$ cat src/rtl/uart_rx_byte_if.sv
// rtl/uart_rx_byte_if.sv - serial pin and received-byte signals of uart_rx_byte
interface uart_rx_byte_if;
    logic       uart_data;
    logic [7:0] rx_data;
    logic       rx_dv;
    logic       rx_frame_err;
    logic       rx_busy;
`ifdef UART_RX_PARITY_EN
    logic       rx_parity_err;
`endif

    modport master (
        input  uart_data,
        output rx_data,
        output rx_dv,
        output rx_frame_err,
`ifdef UART_RX_PARITY_EN
        output rx_parity_err,
`endif
        output rx_busy
    );

    modport slave (
        output uart_data,
        input  rx_data,
        input  rx_dv,
        input  rx_frame_err,
`ifdef UART_RX_PARITY_EN
        input  rx_parity_err,
`endif
        input  rx_busy
    );
endinterface

$ cat src/rtl/uart_rx_byte.sv
// rtl/uart_rx_byte.sv - 8N1 UART receiver with framing error pulse; UART_RX_PARITY_EN adds even parity
// rx_dv rises SYNC_STAGES + (CLKS_PER_BIT-1)/2 + 9*CLKS_PER_BIT + 2 clocks after the start edge at the pin.
module uart_rx_byte #(
    parameter int CLKS_PER_BIT = 104,
    parameter int SYNC_STAGES  = 2
) (
    input  logic            clk,
    input  logic            rst_n,
    uart_rx_byte_if.master  ifc
);
    localparam int CNT_W = $clog2(CLKS_PER_BIT);
    localparam logic [CNT_W-1:0] CNT_HALF = CNT_W'((CLKS_PER_BIT - 1) / 2);
    localparam logic [CNT_W-1:0] CNT_LAST = CNT_W'(CLKS_PER_BIT - 1);

    typedef enum logic [2:0] {
        IDLE   = 3'd0,
        START  = 3'd1,
        DATA   = 3'd2,
`ifdef UART_RX_PARITY_EN
        PARITY = 3'd3,
`endif
        STOP   = 3'd4,
        BREAK  = 3'd5
    } state_t;

    state_t                 state_q, state_d;
    logic [SYNC_STAGES-1:0] sync_q;
    logic [CNT_W-1:0]       cnt_q, cnt_d;
    logic [2:0]             bit_q, bit_d;
    logic [7:0]             shift_q, shift_d;
    logic [7:0]             data_q, data_d;
    logic                   dv_q, dv_d;
    logic                   ferr_q, ferr_d;
    logic                   rxs;
`ifdef UART_RX_PARITY_EN
    logic                   par_bad_q, par_bad_d;
    logic                   perr_q, perr_d;
`endif

    assign rxs = sync_q[SYNC_STAGES-1];

    always_ff @(posedge clk or negedge rst_n) begin
        if (!rst_n) begin
            sync_q    <= '1;
            state_q   <= IDLE;
            cnt_q     <= '0;
            bit_q     <= '0;
            shift_q   <= '0;
            data_q    <= '0;
            dv_q      <= 1'b0;
            ferr_q    <= 1'b0;
`ifdef UART_RX_PARITY_EN
            par_bad_q <= 1'b0;
            perr_q    <= 1'b0;
`endif
        end else begin
            sync_q    <= {sync_q[SYNC_STAGES-2:0], ifc.uart_data};
            state_q   <= state_d;
            cnt_q     <= cnt_d;
            bit_q     <= bit_d;
            shift_q   <= shift_d;
            data_q    <= data_d;
            dv_q      <= dv_d;
            ferr_q    <= ferr_d;
`ifdef UART_RX_PARITY_EN
            par_bad_q <= par_bad_d;
            perr_q    <= perr_d;
`endif
        end
    end

    always_comb begin
        state_d   = state_q;
        cnt_d     = cnt_q + 1'b1;
        bit_d     = bit_q;
        shift_d   = shift_q;
        data_d    = data_q;
        dv_d      = 1'b0;
        ferr_d    = 1'b0;
`ifdef UART_RX_PARITY_EN
        par_bad_d = par_bad_q;
        perr_d    = 1'b0;
`endif
        case (state_q)
            IDLE: begin
                cnt_d = '0;
                if (!rxs) state_d = START;
            end
            START: begin
                // A start bit that is gone by mid-bit was a glitch.
                if (cnt_q == CNT_HALF) begin
                    cnt_d   = '0;
                    bit_d   = '0;
                    state_d = rxs ? IDLE : DATA;
                end
            end
            DATA: begin
                if (cnt_q == CNT_LAST) begin
                    cnt_d   = '0;
                    shift_d = {rxs, shift_q[7:1]};
                    bit_d   = bit_q + 3'd1;
                    if (bit_q == 3'd7) begin
`ifdef UART_RX_PARITY_EN
                        state_d = PARITY;
`else
                        state_d = STOP;
`endif
                    end
                end
            end
`ifdef UART_RX_PARITY_EN
            PARITY: begin
                if (cnt_q == CNT_LAST) begin
                    cnt_d     = '0;
                    par_bad_d = ^{shift_q, rxs};
                    state_d   = STOP;
                end
            end
`endif
            STOP: begin
                if (cnt_q == CNT_LAST) begin
                    cnt_d = '0;
                    if (rxs) begin
                        // Leaving at mid-stop leaves half a bit to catch a back-to-back start edge.
                        state_d = IDLE;
`ifdef UART_RX_PARITY_EN
                        if (par_bad_q) begin
                            perr_d = 1'b1;
                        end else begin
                            dv_d   = 1'b1;
                            data_d = shift_q;
                        end
`else
                        dv_d   = 1'b1;
                        data_d = shift_q;
`endif
                    end else begin
                        ferr_d  = 1'b1;
                        state_d = BREAK;
                    end
                end
            end
            BREAK: begin
                cnt_d = '0;
                if (rxs) state_d = IDLE;
            end
            default: begin
                cnt_d   = '0;
                state_d = IDLE;
            end
        endcase
    end

    assign ifc.rx_data       = data_q;
    assign ifc.rx_dv         = dv_q;
    assign ifc.rx_frame_err  = ferr_q;
    assign ifc.rx_busy       = (state_q != IDLE);
`ifdef UART_RX_PARITY_EN
    assign ifc.rx_parity_err = perr_q;
`endif
endmodule
$ cat src/flat_wrapper.sv
// flat-port wrapper written by rule: the top's interface ports become plain ports
module uart_rx_byte_flat 
#(
    parameter int CLKS_PER_BIT = 104,
    parameter int SYNC_STAGES  = 2
)
  (clk, rst_n, ifc_uart_data, ifc_rx_data, ifc_rx_dv, ifc_rx_frame_err, ifc_rx_busy);
  uart_rx_byte_if ifc_i ();
  input  logic clk;
  input  logic rst_n;
  input wire logic [$bits(ifc_i.uart_data)-1:0] ifc_uart_data;
  output wire logic [$bits(ifc_i.rx_data)-1:0] ifc_rx_data;
  output wire logic [$bits(ifc_i.rx_dv)-1:0] ifc_rx_dv;
  output wire logic [$bits(ifc_i.rx_frame_err)-1:0] ifc_rx_frame_err;
  output wire logic [$bits(ifc_i.rx_busy)-1:0] ifc_rx_busy;
  assign ifc_i.uart_data = ifc_uart_data;
  assign ifc_rx_data = ifc_i.rx_data;
  assign ifc_rx_dv = ifc_i.rx_dv;
  assign ifc_rx_frame_err = ifc_i.rx_frame_err;
  assign ifc_rx_busy = ifc_i.rx_busy;
  uart_rx_byte #(.CLKS_PER_BIT(CLKS_PER_BIT), .SYNC_STAGES(SYNC_STAGES)) u_core (.clk(clk), .rst_n(rst_n), .ifc(ifc_i));
endmodule
$ cat config.mk
export PLATFORM = sky130hd
export DESIGN_NAME = uart_rx_byte_flat
export DESIGN_NICKNAME = d
export VERILOG_FILES = /design/src/rtl/uart_rx_byte_if.sv /design/src/rtl/uart_rx_byte.sv /design/src/flat_wrapper.sv
export SDC_FILE = /design/constraint.sdc
export NUM_CORES = 1
export LEC_CHECK = 0
export ABC_CLOCK_PERIOD_IN_PS = 4800
export BUFFER_PORTS_ARGS = -buffer_cell sky130_fd_sc_hd__buf_2
export CORE_UTILIZATION = 45
export CTS_BUF_LIST = sky130_fd_sc_hd__clkbuf_8 sky130_fd_sc_hd__clkbuf_16
export CTS_CLUSTER_SIZE = 28
export DETAILED_ROUTE_END_ITERATION = 8
export PLACE_DENSITY_LB_ADDON = 0.08
export SLEW_MARGIN = 30
export SYNTH_ARGS = -nofsm -noshare
export SYNTH_HDL_FRONTEND = slang
export SYNTH_SLANG_ARGS = --single-unit
$ cat constraint.sdc
create_clock -name clk -period 4.8 [get_ports clk]
set_input_delay 0.24 -clock clk [delete_from_list [all_inputs] [get_ports clk]]
set_output_delay 0.24 -clock clk [all_outputs]
set_load 0.02 [all_outputs]
==> reports/qor.csv, run 1 <==
metric,value,unit
crit_slowest_cell,nor2_1,
die_h,59.1,µm
firstDrtPassIters,4,
dpl.hpwl,1450,µm
avgRoutedWirePerCell,12.8,µm
fin_nets,132,
path_buf_inv,0,
synthTopCellsByArea,"dfrtp_1 53%, mux2_4 8.2%, mux2_2 6.9%, dfstp_2 3.6%, ha_1 2.6%",
synth_top_family_by_area,multiplexers,
netlist.area_leader.share,52.9,%
wl,2200,µm
grt_use_total,14.2,%
ys_seq_area_share,56.5,%
ys_ff_latch,33,
ant_nets,0,
grt_pass1_vias,785,
synth_compound_area_share,6.83,%
tightest_slew,0.800,ns
powerDensity,328,nW/µm²
dieArea,3490,µm²
hold_viol_final,0,
clk_path_buf_depth,2,
ys_async_sr_fraction,100,%
grt_pass1_wl,3500,µm
hold_path.class,input port to async pin,
combPwrFrac,1.1,%
io_pins,14,
synth_simple_gate_area_share,12.3,%
synth_edf_count,0,
reg2reg_slack,2.57,ns
syn_area_per_cell,13.3,µm²
grt_setup_unrepaired,no,
synth_xor_area_share,2.99,%
cpPeakStageDelay,0.65,ns
cp.depth,5,
place_area,1550,µm²
drv_slew,0,
synthCells,110,
antenna_found_initial,0,
cp_data_arrival_time,2.39,ns
grt_overflow_total,0,
cts-root-buf,clkbuf_8,
fmax,449,MHz
synth_cell_types,33,
design_area,1660,µm²
via_count,855,
path_max_fanout,11,
synth.cells.most_frequent,"31 x dfrtp_1, 9 x mux2_2, 8 x mux2_4, 7 x nor2_1, 6 x a21oi_1",
setup_viol,0,
finalSetupTns,0,ns
endpoint_kind,register,
synth_area,1470,µm²
grt_use_met1,18.6,%
path_clk_slew,0.07,ns
period_share,46.4,%
status,finished clean,
max-vdd-ir-drop,179,µV
synth_fa_ha_area_share,2.56,%
cts_sinks,33,
vias_per_cell,5.00,
htreeDepth,2,
syn-num-nets,116,
drc,0,
start_util,47.6,%
relSlewSlack,46.5,%
busiest_layer,met2,
synthMuxAreaShare,15.1,%
worstSetupPathType,register to register,
yosys.area.top_type,dfrtp_1,
cts-hold-fix-buffers,0,
worstPathCellList,ha_1 -> and4b_1 -> nand2_1 -> nor2_1 -> mux2_2,
hold_ws,0.00730,ns
layout_min_cycle_time,2.23,ns
tritoncts,built,
leakage,0.000856,µW
rows,20,
antenna_cells,0,
seqPwrFrac,51.5,%
clock_latency,0.28,ns
p_int,448,µW
cp_top_family,simple AND/OR/NAND/NOR gates,
synthMostInstantiatedCell,dfrtp_1,
p_sw_share,17.9,%
gp_congestion,0.730,
power.switching,97.7,µW
r2r_start,u_core.cnt_q[0],
cp.required,4.96,ns
post_cts_resized,0,
port_buffers,13,
drv_cap,0,
synth_ff_type,dfrtp_1,
rr_worst_depth,5,
drive_gt1_share,37.0,%
fp.dieW,59.1,µm
use_met2,20.0,%
grt_max_degree,34,
postCtsSetupRepairBufs,0,
start_kind,register,
yosysWarningCount,0,
r2r_end,u_core.shift_q[5],
syn2layout_area_growth,13.5,%
drtIter0Drc,26,
gr-usage-met3,5.90,%
core,3080,µm²
power_frac_clock,47.4,%
cts_made_buffers,5,
fin_worst_skew,0.00750,ns
nFillCells,281,
[layer usage]
metal	share of wire [%]	routed length, µm
met5	0	0
met3	3.9	86
met1	51	1130
met2	43	939
met4	2.0	44
[registers in the layout, indices dropped and copies added, names as in the netlist]
| signal | cells |
|---|---|
| u_core.shift_q | 8 |
| u_core.ifc.rx_frame_err | 1 |
| u_core.state_q | 3 |
| u_core.cnt_q | 7 |
| u_core.sync_q | 2 |
| u_core.ifc.rx_data | 8 |
| u_core.ifc.rx_dv | 1 |
| u_core.bit_q | 3 |
[power groups by stage]
stage | clock network, µW | registers (µW) | logic, µW
global route | 280 | 280 | 7.61
global placement | 0 | 286 | 6.77
detailed placement | 0 | 286 | 6.97
CTS | 266 | 281 | 6.93
floorplan | 0 | 285 | 0.616
finish | 258 | 281 | 6.27
[layout make-up]
type / instances / area (µm²) / area share [%]
multi-input cells: 69 / 583 / 35.1
clock inverters: 2 / 33.8 / 2.03
inverters: 4 / 15.0 / 0.903
well taps: 44 / 55.1 / 3.31
flip-flops and latches: 33 / 828 / 49.8
clock buffers: 6 / 82.6 / 4.97
repair buffers: 13 / 65.1 / 3.91
[cell families after synthesis]
logic type | count (synthesis)
simple gates | 30
fa+ha+maj | 3
compound gates | 14
buf+inv | 8
xor+xnor | 5
flops | 33
mux | 17
[cell usage in the layout (no fill, tap or decap), types with 3 or more instances in the layout]
cell / synthesis / final
dfrtp_1: 31 / 31
buf_2: 1 / 13
mux2_2: 9 / 9
mux2_4: 8 / 8
nor2_1: 7 / 7
a21oi_1: 6 / 6
clkbuf_8: 0 / 6
inv_1: 4 / 5
xor2_1: 4 / 4
nand3_1: 4 / 4
nand2_1: 3 / 3
nor2b_1: 3 / 3
ha_1: 3 / 3
[per-stage QoR]
step | std cells | utilization (%) | power (µW) | worst slack, ns
3_5_place_dp | 163 | 50.2 | 293 | 2.56
2_1_floorplan | 110 | - | 286 | 2.95
6_report | 171 | 54.0 | 545 | 2.57
4_1_cts | 171 | 54.0 | 554 | 2.55
3_3_place_gp | 163 | 50.2 | 292 | 2.62
5_1_grt | 171 | 54.0 | 568 | 2.32
[worst max-delay path by stage]
stage / start / end / slack [ns]
4_1_cts: u_core.cnt_q[0] / u_core.shift_q[5] / 2.55
2_1_floorplan: u_core.cnt_q[0] / u_core.ifc.rx_data[0] / 2.95
3_5_place_dp: u_core.cnt_q[0] / u_core.shift_q[2] / 2.56
3_3_place_gp: u_core.cnt_q[0] / u_core.shift_q[1] / 2.62
6_report: u_core.cnt_q[0] / u_core.shift_q[5] / 2.57
5_1_grt: u_core.cnt_q[0] / u_core.shift_q[5] / 2.32
Power figures use the tool's default switching activity.
==> inputs of run 2 (changes only) <==
--- a/config.mk
+++ b/config.mk
@@ -5,7 +5,7 @@
 export SDC_FILE = /design/constraint.sdc
 export NUM_CORES = 1
 export LEC_CHECK = 0
-export ABC_CLOCK_PERIOD_IN_PS = 4800
+export ABC_CLOCK_PERIOD_IN_PS = 1900
 export BUFFER_PORTS_ARGS = -buffer_cell sky130_fd_sc_hd__buf_2
 export CORE_UTILIZATION = 45
 export CTS_BUF_LIST = sky130_fd_sc_hd__clkbuf_8 sky130_fd_sc_hd__clkbuf_16
==> constraint.sdc (replaced) <==
create_clock -name clk -period 1.9 [get_ports clk]
set_input_delay 0.095 -clock clk [delete_from_list [all_inputs] [get_ports clk]]
set_output_delay 0.095 -clock clk [all_outputs]
set_load 0.02 [all_outputs]
==> reports/qor.csv, run 2 (same netlist as run 1, synthesis figures left out) <==
metric,value,unit
grt_pass1_vias,870,
status,finished clean,
drive_gt1_share,41.3,%
antenna_found_initial,0,
vias_per_cell,5.04,
fp.dieW,59.1,µm
rows,20,
fin_nets,143,
io_pins,14,
clk_path_buf_depth,2,
syn2layout_area_growth,20.3,%
powerDensity,791,nW/µm²
cp_data_arrival_time,1.95,ns
layout_min_cycle_time,1.78,ns
max-vdd-ir-drop,586,µV
path_clk_slew,0.06,ns
tightest_slew,0.718,ns
combPwrFrac,1.4,%
power_frac_clock,47.8,%
port_buffers,13,
gp_congestion,0.736,
period_share,93.9,%
path_max_fanout,9,
dp.cells,171,
grt_setup_unrepaired,no,
drc,0,
design_area,1760,µm²
leakage,0.000911,µW
cp_top_family,simple AND/OR/NAND/NOR gates,
fmax,560,MHz
dieArea,3490,µm²
nFillCells,279,
firstDrtPassIters,4,
endpoint_kind,register,
multiInputGateArea,588,µm²
layout_commonest_cell,dfrtp_1,
pre_cts_ws,0.0249,ns
grt_pass1_wl,3900,µm
grt_max_degree,34,
register_area,828,µm²
fin_ws,0.115,ns
hold_viol_final,0,
wl,2340,µm
seqPwrFrac,50.9,%
setup_viol,0,
drv_slew,0,
avgRoutedWirePerCell,12.8,µm
drtIter0Drc,35,
cts_made_buffers,5,
dpl.hpwl,1540,µm
layout.cells.non_filler,182,
worstSetupPathType,register to register,
hold_path.class,register to register,
fin_worst_skew,0.00754,ns
core,3080,µm²
grt_use_total,15.5,%
antenna_cells,0,
worstPathCellList,ha_1 -> and4b_1 -> nand2_1 -> or3_1 -> buf_6 -> mux2_4,
drv_cap,0,
ant_nets,0,
path_buf_inv,1,
p_sw_share,18.7,%
via_count,918,
p_int,1130,µW
cpPeakStageDelay,0.36,ns
clock_latency,0.28,ns
start_util,47.6,%
cp.required,2.06,ns
finalSetupTns,0,ns
start_kind,register,
cts_sinks,33,
relSlewSlack,52.1,%
crit_slowest_cell,dfrtp_1,
place_area,1610,µm²
mostFrequentLayoutCells,"31 x dfrtp_1, 13 x buf_2, 9 x mux2_2",
cts-root-buf,clkbuf_8,
power.switching,261,µW
hold_ws,0.358,ns
htreeDepth,2,
grt_overflow_total,0,
die_h,59.1,µm
tritoncts,built,
## run 2: worst reg2reg max path, delay by kind of cell, from the launching register on
| kind | cells | cell delay (ns) |
|---|---|---|
| mux | 1 | 0.30 |
| simple gates | 3 | 0.66 |
| buf+inv | 1 | 0.17 |
| flops | 1 | 0.36 |
| fa+ha+maj | 1 | 0.18 |
## run 2: routing by layer
metal / global-route usage [%] / share of wire (%) / routed length, µm
met2: 24.0 / 45 / 1040
met1: 19.7 / 51 / 1200
met3: 4.80 / 3.0 / 71
met5: 0 / 0 / 0
met4: 7.14 / 1.1 / 25
## run 2: worst paths after layout
kind                            depth (start not counted)        startpoint  slack (ns)               endpoint
worst max-delay path                                    6   u_core.cnt_q[0]        0.12  u_core.ifc.rx_data[1]
worst min-delay path                                    0  u_core.sync_q[0]        0.36       u_core.sync_q[1]
worst max register to register                          6   u_core.cnt_q[0]        0.12  u_core.ifc.rx_data[1]
worst min register to register                          0  u_core.sync_q[0]        0.36       u_core.sync_q[1]
max in group asynchronous                               2             rst_n        1.04      u_core.shift_q[0]
min in group asynchronous                               2             rst_n        0.40  u_core.ifc.rx_data[6]
## run 2: power by group through the flow
stage	Clock, µW	Sequential [µW]	Combinational [µW]
3_5_place_dp	0	722	17.9
4_1_cts	683	709	20.9
2_1_floorplan	0	721	1.56
5_1_grt	716	708	23.1
3_3_place_gp	0	722	17.1
6_report	666	709	19.4
## run 2: cell type report
| class | instances | area share (%) |
|---|---|---|
| Timing Repair Buffer | 24 | 9.08 |
| Tap cell | 44 | 3.12 |
| Clock inverter | 2 | 1.92 |
| Clock buffer | 6 | 4.68 |
| Inverter | 4 | 0.852 |
| Multi-Input combinational cell | 69 | 33.4 |
| Sequential cell | 33 | 47.0 |
## run 2: what timing repair did
item,CTS,global route
endpoints found under the setup margin,0,17
hold endpoints to repair,32,0
hold buffers,2,0
buffers inserted,0,1
resized for setup,0,3
## run 2: stage by stage
| stage | util (%) | power, µW |
|---|---|---|
| final | 57.3 | 1390 |
| after floorplan | - | 723 |
| after CTS | 56.6 | 1410 |
| after global routing | 57.3 | 1450 |
| after global placement | 52.2 | 739 |
| after detailed placement | 52.2 | 740 |
